--- src/rtl/seg7_pkg.sv ---
// Shared definitions for the 7-segment display path.
//   state_e  : scan FSM state (digit lit / inter-digit blanking gap)
//   SEG_OFF  : all segments dark (active-low)
//   DIG_OFF  : all digit enables off (active-low)
//   HEX_SEG  : hex digit -> active-low {g,f,e,d,c,b,a} pattern
package seg7_pkg;

  typedef enum logic {
    ST_SHOW = 1'b0,
    ST_GAP  = 1'b1
  } state_e;

  localparam logic [6:0] SEG_OFF = 7'h7F;
  localparam logic [3:0] DIG_OFF = 4'b1111;

  localparam logic [6:0] HEX_SEG [16] = '{
    7'h40, 7'h79, 7'h24, 7'h30, 7'h19, 7'h12, 7'h02, 7'h78,
    7'h00, 7'h10, 7'h08, 7'h03, 7'h46, 7'h21, 7'h06, 7'h0E
  };

endpackage

--- src/rtl/seg7_hex_decode.sv ---
// Combinational hex-to-7-segment decoder, active-low outputs.
//   hex_i : 4-bit hex digit
//   seg_o : segments {g,f,e,d,c,b,a}, 0 = segment lit
module seg7_hex_decode
  import seg7_pkg::*;
(
  input  logic [3:0] hex_i,
  output logic [6:0] seg_o
);

  always_comb begin
    seg_o = HEX_SEG[hex_i];
  end

endmodule

--- src/rtl/seg7_scan_driver.sv ---
// Time-multiplexed driver for a 4-digit common-anode 7-segment display.
// A written value sits in a pending buffer and is promoted to the displayed
// (active) buffer only at the frame boundary, so a frame never tears.
//   sys_clk    : clock, rising edge
//   scan_rst   : synchronous active-high reset
//   disp_in    : 16-bit value, nibble k -> digit k (digit 0 rightmost)
//   blank_in   : per-digit blank mask, 1 = dark
//   disp_we    : one-cycle strobe capturing disp_in/blank_in into pending
//   Y_r        : segments {g..a}, active-low, registered
//   DIG_r      : digit enables, active-low, registered
//   frame_done : one-cycle pulse on the first cycle after digit 3 ends
module seg7_scan_driver
  import seg7_pkg::*;
#(
  parameter int unsigned SCAN_DIV   = 50000,
  parameter int unsigned GAP_CYCLES = 16
) (
  input  logic        sys_clk,
  input  logic        scan_rst,
  input  logic [15:0] disp_in,
  input  logic [3:0]  blank_in,
  input  logic        disp_we,
  output logic [6:0]  Y_r,
  output logic [3:0]  DIG_r,
  output logic        frame_done
);

  localparam int unsigned CNT_MAX0 = (SCAN_DIV > GAP_CYCLES) ? SCAN_DIV : GAP_CYCLES;
  localparam int unsigned CNT_MAX  = (CNT_MAX0 > 2) ? CNT_MAX0 : 2;
  localparam int unsigned CW       = $clog2(CNT_MAX);

  localparam logic [CW-1:0] SHOW_LAST = CW'(SCAN_DIV - 1);
  localparam logic [CW-1:0] GAP_LAST  = (GAP_CYCLES == 0) ? '0 : CW'(GAP_CYCLES - 1);

  state_e        state_q, state_d;
  logic [1:0]    idx_q, idx_d;
  logic [CW-1:0] cnt_q, cnt_d;
  logic [15:0]   pend_val_q, pend_val_d;
  logic [3:0]    pend_blk_q, pend_blk_d;
  logic [15:0]   act_val_q, act_val_d;
  logic [3:0]    act_blk_q, act_blk_d;
  logic [6:0]    y_d;
  logic [3:0]    dig_d;
  logic          fd_d;
  logic [3:0]    nib_d;
  logic [6:0]    seg_d;

  seg7_hex_decode u_dec (
    .hex_i (nib_d),
    .seg_o (seg_d)
  );

  always_comb begin
    state_d    = state_q;
    idx_d      = idx_q;
    cnt_d      = cnt_q + CW'(1);
    fd_d       = 1'b0;
    pend_val_d = pend_val_q;
    pend_blk_d = pend_blk_q;
    act_val_d  = act_val_q;
    act_blk_d  = act_blk_q;

    // idx advances when a digit's SHOW ends, so GAP->SHOW never touches it;
    // this lets the reset-initial GAP lead into digit 0 with no special case.
    case (state_q)
      ST_SHOW: begin
        if (cnt_q == SHOW_LAST) begin
          cnt_d   = '0;
          idx_d   = idx_q + 2'd1;
          fd_d    = (idx_q == 2'd3);
          state_d = (GAP_CYCLES == 0) ? ST_SHOW : ST_GAP;
        end
      end
      default: begin
        if ((GAP_CYCLES == 0) || (cnt_q == GAP_LAST)) begin
          cnt_d   = '0;
          state_d = ST_SHOW;
        end
      end
    endcase

    if (disp_we) begin
      pend_val_d = disp_in;
      pend_blk_d = blank_in;
    end

    // Promotion uses the pre-edge pending contents; a same-edge write waits a frame.
    if (fd_d) begin
      act_val_d = pend_val_q;
      act_blk_d = pend_blk_q;
    end

    // Outputs are decoded from next-state values so the registered outputs
    // line up with the state register in the same cycle.
    nib_d = act_val_d[{idx_d, 2'b00} +: 4];
    if (state_d == ST_SHOW) begin
      dig_d = ~(4'b0001 << idx_d);
      y_d   = act_blk_d[idx_d] ? SEG_OFF : seg_d;
    end else begin
      dig_d = DIG_OFF;
      y_d   = SEG_OFF;
    end
  end

  always_ff @(posedge sys_clk) begin
    if (scan_rst) begin
      state_q    <= ST_GAP;
      idx_q      <= '0;
      cnt_q      <= '0;
      pend_val_q <= '0;
      pend_blk_q <= '0;
      act_val_q  <= '0;
      act_blk_q  <= '0;
      Y_r        <= SEG_OFF;
      DIG_r      <= DIG_OFF;
      frame_done <= 1'b0;
    end else begin
      state_q    <= state_d;
      idx_q      <= idx_d;
      cnt_q      <= cnt_d;
      pend_val_q <= pend_val_d;
      pend_blk_q <= pend_blk_d;
      act_val_q  <= act_val_d;
      act_blk_q  <= act_blk_d;
      Y_r        <= y_d;
      DIG_r      <= dig_d;
      frame_done <= fd_d;
    end
  end

endmodule

--- config.mk ---
export PLATFORM = sky130hd
export DESIGN_NAME = seg7_scan_driver
export DESIGN_NICKNAME = d
export VERILOG_FILES = /design/src/rtl/seg7_pkg.sv /design/src/rtl/seg7_hex_decode.sv /design/src/rtl/seg7_scan_driver.sv
export SDC_FILE = /design/constraint.sdc
export NUM_CORES = 1
export LEC_CHECK = 0
export ABC_AREA = 1
export CAP_MARGIN = 5
export CORE_MARGIN = 3
export CORE_UTILIZATION = 55
export DETAILED_ROUTE_END_ITERATION = 10
export PLACE_DENSITY_LB_ADDON = 0.2
export RECOVER_POWER = 25
export SETUP_SLACK_MARGIN = 0.05
export SYNTH_ARGS = -nofsm -noshare
export SYNTH_HDL_FRONTEND = slang
export SYNTH_SLANG_ARGS = --single-unit
--- constraint.sdc ---
create_clock -name sys_clk -period 5.1 [get_ports sys_clk]
set_input_delay 1.275 -clock sys_clk [delete_from_list [all_inputs] [get_ports sys_clk]]
set_output_delay 1.275 -clock sys_clk [all_outputs]
set_load 0.01 [all_outputs]
==> impl_metrics.csv <==
group,metric,value,unit
run_status,status,"finished, final reports clean",
synth,dominantRegCellSynth,"sky130_fd_sc_hd__dfxtp_1",
hold_path,worstHoldPathCells,1,
synth,synth.cell_area,0.00321,mm^2
synth,synth.largest_area_cell,"sky130_fd_sc_hd__dfxtp_1",
global_route,total_overflow_reported_by_the_global_router,0,
timing,max-slew-margin-rel,21.0,%
die,floorplan.initialDensity,57.6,%
timing,maxClockFrequency,310,MHz
timing,finalHoldViolations,0,
place,place_hpwl,4550,um
die,design.core.area,0.00557,mm^2
critical_path,worstRegToRegCells,15,
cells_and_area,num-fill-cells,490,
cts,clock_h_tree_levels,3,
synth,synth.area.mux_share,0,%
cells_and_area,final_layout_size_suffix_gt1_share,7.98,%
critical_path,peak_fanout_along_the_critical_path,23,
cts,tritoncts_clock_tree,"built",
pwr,power.density,291,mW/mm^2
synth,yosys.area_share.simple,38.6,%
critical_path,cp_data_required_time,5330,ps
timing,finalWorstPathRequiredPeriod,3230,ps
synth,synth-seq-cells,71,
drt,dr_total_vias,2894,
cts,cts_sinks,71,
timing,tns,0,ps
die,chipHeight,82.4,um
synth,netlist.area_leader.share,44.3,%
synth,average_cell_area_after_synthesis,7.12,um^2
place,port_buffers,34,
die,num_rows,27,
drt,drt-total-wl,6280,um
die,die_x,82.4,um
pwr,power.leakage,0.00166,uW
synth,most_frequently_used_cell_type_in_the_post_synthesis_netlist,"sky130_fd_sc_hd__nand2_1",
timing,finalClockSkew,9.36,ps
flow_run,cap_violations,0,
timing,worstMarginPinSlew,1170,ps
critical_path,category_of_the_most_critical_setup_path,"reg2reg",
critical_path,crit-reg2reg-capture,"Y_r[1]$_SDFF_PP1_",
synth,synth_seq_area_share,44.3,%
die,floorplan.io_pins,35,
pwr,post-layout-total-power,1100,uW
timing,setup_repair_after_global_routing_missed_its_margin,"no",
cts,ctsHoldBuffers,0,
timing,period_share,63.3,%
cts,cts_setup_buffers,0,
cts,cts.clk_slew.worst_paths,70,ps
hold_path,hold-path-endpoint,"cnt_q[0]$_SDFF_PP0_",
hold_path,hold_startpoint,"cnt_q[0]$_SDFF_PP0_",
drt,drt_pre_antenna_iters,4,
critical_path,endpoint_kind,"flop",
die,die-area,0.00679,mm^2
drt,route.antenna.remaining_nets,0,
synth,synth_warnings,0,
cts,cts_made_buffers,9,
synth,post_synth_num_cell_types,32,
cells_and_area,syn_to_final_growth,18.2,%
global_route,number_of_antenna_violations_at_the_first_check_in_global_routing,0,
drt,detail_route.vias_per_cell,5.16,
drt,initialDrtViolationCount,126,
synth,synth_xor_area_share,1.36,%
timing,setup_viol,0,
global_route,first_pass_grt_wire_length,11100,um
global_route,vias_in_the_first_global_route,2573,
cts,cts-resized-gates,0,
cells_and_area,nNetsFinal,515,
cts,ctsRootBufferMaster,"sky130_fd_sc_hd__clkbuf_8",
critical_path,worstPathArrival,3460,ps
synth,synth_nets,482,
timing,timing_max_transition_violations_final,0,
synth,post_synth_inst_count,451,
global_route,groute.usage.overall,20.9,%
cts,number_of_buffers_between_clock_root_and_the_deepest_sink,2,
global_route,grt_start_max_net_pins,49,
cells_and_area,num_antenna_cells,0,
critical_path,setup.reg_to_reg.worst_slack,1870,ps
synth,synth-edff-count,0,
synth,yosys.area_share.adder,3.12,%
place,gp_congestion,0.911,
drt,detail_route.drc_violations,0,
synth,synth.cells.most_frequent,"sky130_fd_sc_hd__nand2_1 (181), sky130_fd_sc_hd__dfxtp_1 (71), sky130_fd_sc_hd__a21oi_1 (39), sky130_fd_sc_hd__nor2_1 (38), sky130_fd_sc_hd__nand3_1 (22)",
cts,clkLatencyLatePin,340,ps
hold_path,tightest_hold_check_type,"reg2reg",
critical_path,startpoint_of_the_most_critical_register_to_register_path,"cnt_q[0]$_SDFF_PP0_",
drt,avgRoutedWirePerCell,11.2,um
synth,synth_top_cells_by_area,"sky130_fd_sc_hd__dfxtp_1 (44%), sky130_fd_sc_hd__nand2_1 (21%), sky130_fd_sc_hd__a21oi_1 (6.1%)",
synth,main_combinational_cell_family_by_area_after_synthesis,"simple AND/OR/NAND/NOR gates",
synth,async_reset_ff_share,0,%
pwr,worst_ir_drop_vdd,0.000250,V
synth,share_of_the_synthesized_area_in_compound_gates_ao_oa_aoi_oai,7.72,%
critical_path,worstSetupStartpointType,"flop",
==> cell usage in the layout, fill, tap and decap left out, drive strengths merged, types with 4 or more instances in the layout <==
master / synthesis / final
clkinv: 0 / 4
o21ai: 4 / 4
ha: 8 / 8
nor2: 47 / 47
nand4: 9 / 9
nand2: 189 / 189
dfxtp: 71 / 71
clkbuf: 10 / 10
nor3: 4 / 4
clkdlybuf4s50: 0 / 33
nand3: 25 / 25
inv: 24 / 24
a21oi: 39 / 39
==> metrics by stage <==
stage | hold WS [ps] | setup slack (ps) | area [um^2] | util (%) | cells
3_3_place_gp | 422 | 2040 | 3580 | 64.2 | 545
5_1_grt | 486 | 1400 | 3790 | 68.1 | 561
2_1_floorplan | 413 | 2770 | 3210 | - | 451
4_1_cts | 455 | 2290 | 3800 | 68.2 | 561
3_5_place_dp | 445 | 2000 | 3580 | 64.2 | 545
6_report | 453 | 1870 | 3790 | 68.1 | 561
==> worst max-delay path, cell delays in order, from the launching register on <==
cell and delay [ps]:
sky130_fd_sc_hd__dfxtp_1 350, sky130_fd_sc_hd__ha_1 190, sky130_fd_sc_hd__nand3_1 170, sky130_fd_sc_hd__nor2_1 570, sky130_fd_sc_hd__nand3_4 340, sky130_fd_sc_hd__inv_1 390, sky130_fd_sc_hd__nand2_1 130, sky130_fd_sc_hd__nand2_1 100
sky130_fd_sc_hd__nand2_1 50, sky130_fd_sc_hd__nand2_1 140, sky130_fd_sc_hd__nor2_4 70, sky130_fd_sc_hd__ha_1 290, sky130_fd_sc_hd__nand2_1 110, sky130_fd_sc_hd__nor2_1 50, sky130_fd_sc_hd__nor2_1 80, sky130_fd_sc_hd__nand2_1 70
==> where the power goes <==
group	total, uW	leakage [uW]	internal, uW	switching, uW
Clock	489	0.000116	287	202
Combinational	43.7	0.000968	22.9	20.8
Sequential	571	0.000577	565	6.27
Total	1100	0.00166	875	229
==> registers in the layout, indices dropped and copies added (netlist names), 2 cells and up <==
name,flops
act_blk_q,4
pend_val_q,16
Y_r,7
pend_blk_q,4
cnt_q,16
idx_q,2
DIG_r,4
act_val_q,16
==> cells by family after synthesis <==
| group | Yosys count |
|---|---|
| simple gates | 283 |
| flops | 71 |
| compound gates | 47 |
| buf+inv | 37 |
| fa+ha+maj | 8 |
| xor+xnor | 5 |
==> metal layers <==
metal,vias up,wire (um),GRT usage (%)
li1,1508,-,-
met1,1280,2880,26.7
met2,92,2890,33.5
met3,14,394,5.64
met4,0,123,8.31
met5,-,0,0
==> cell type report <==
class | count | area [um^2] | area share [%]
clock buffers | 10 | 138 | 3.63
clock inverters | 6 | 83.8 | 2.21
inverters | 24 | 90.1 | 2.37
multi-input cells | 343 | 1620 | 42.8
flip-flops and latches | 71 | 1420 | 37.5
well taps | 72 | 90.1 | 2.37
repair buffers | 35 | 348 | 9.17
==> worst max path at each step <==
stage                            to  cells past startpoint           startpoint  slack (ps)
2_1_floorplan     Y_r[5]$_SDFF_PP1_                     17  cnt_q[0]$_SDFF_PP0_        2770
3_3_place_gp   cnt_q[10]$_SDFF_PP0_                      6             scan_rst        2040
3_5_place_dp   cnt_q[10]$_SDFF_PP0_                      6             scan_rst        2000
4_1_cts           Y_r[1]$_SDFF_PP1_                     15  cnt_q[0]$_SDFF_PP0_        2290
5_1_grt           Y_r[4]$_SDFF_PP1_                     16  cnt_q[0]$_SDFF_PP0_        1400
6_report          Y_r[1]$_SDFF_PP1_                     15  cnt_q[0]$_SDFF_PP0_        1870
(Power assumes the default switching activity.)
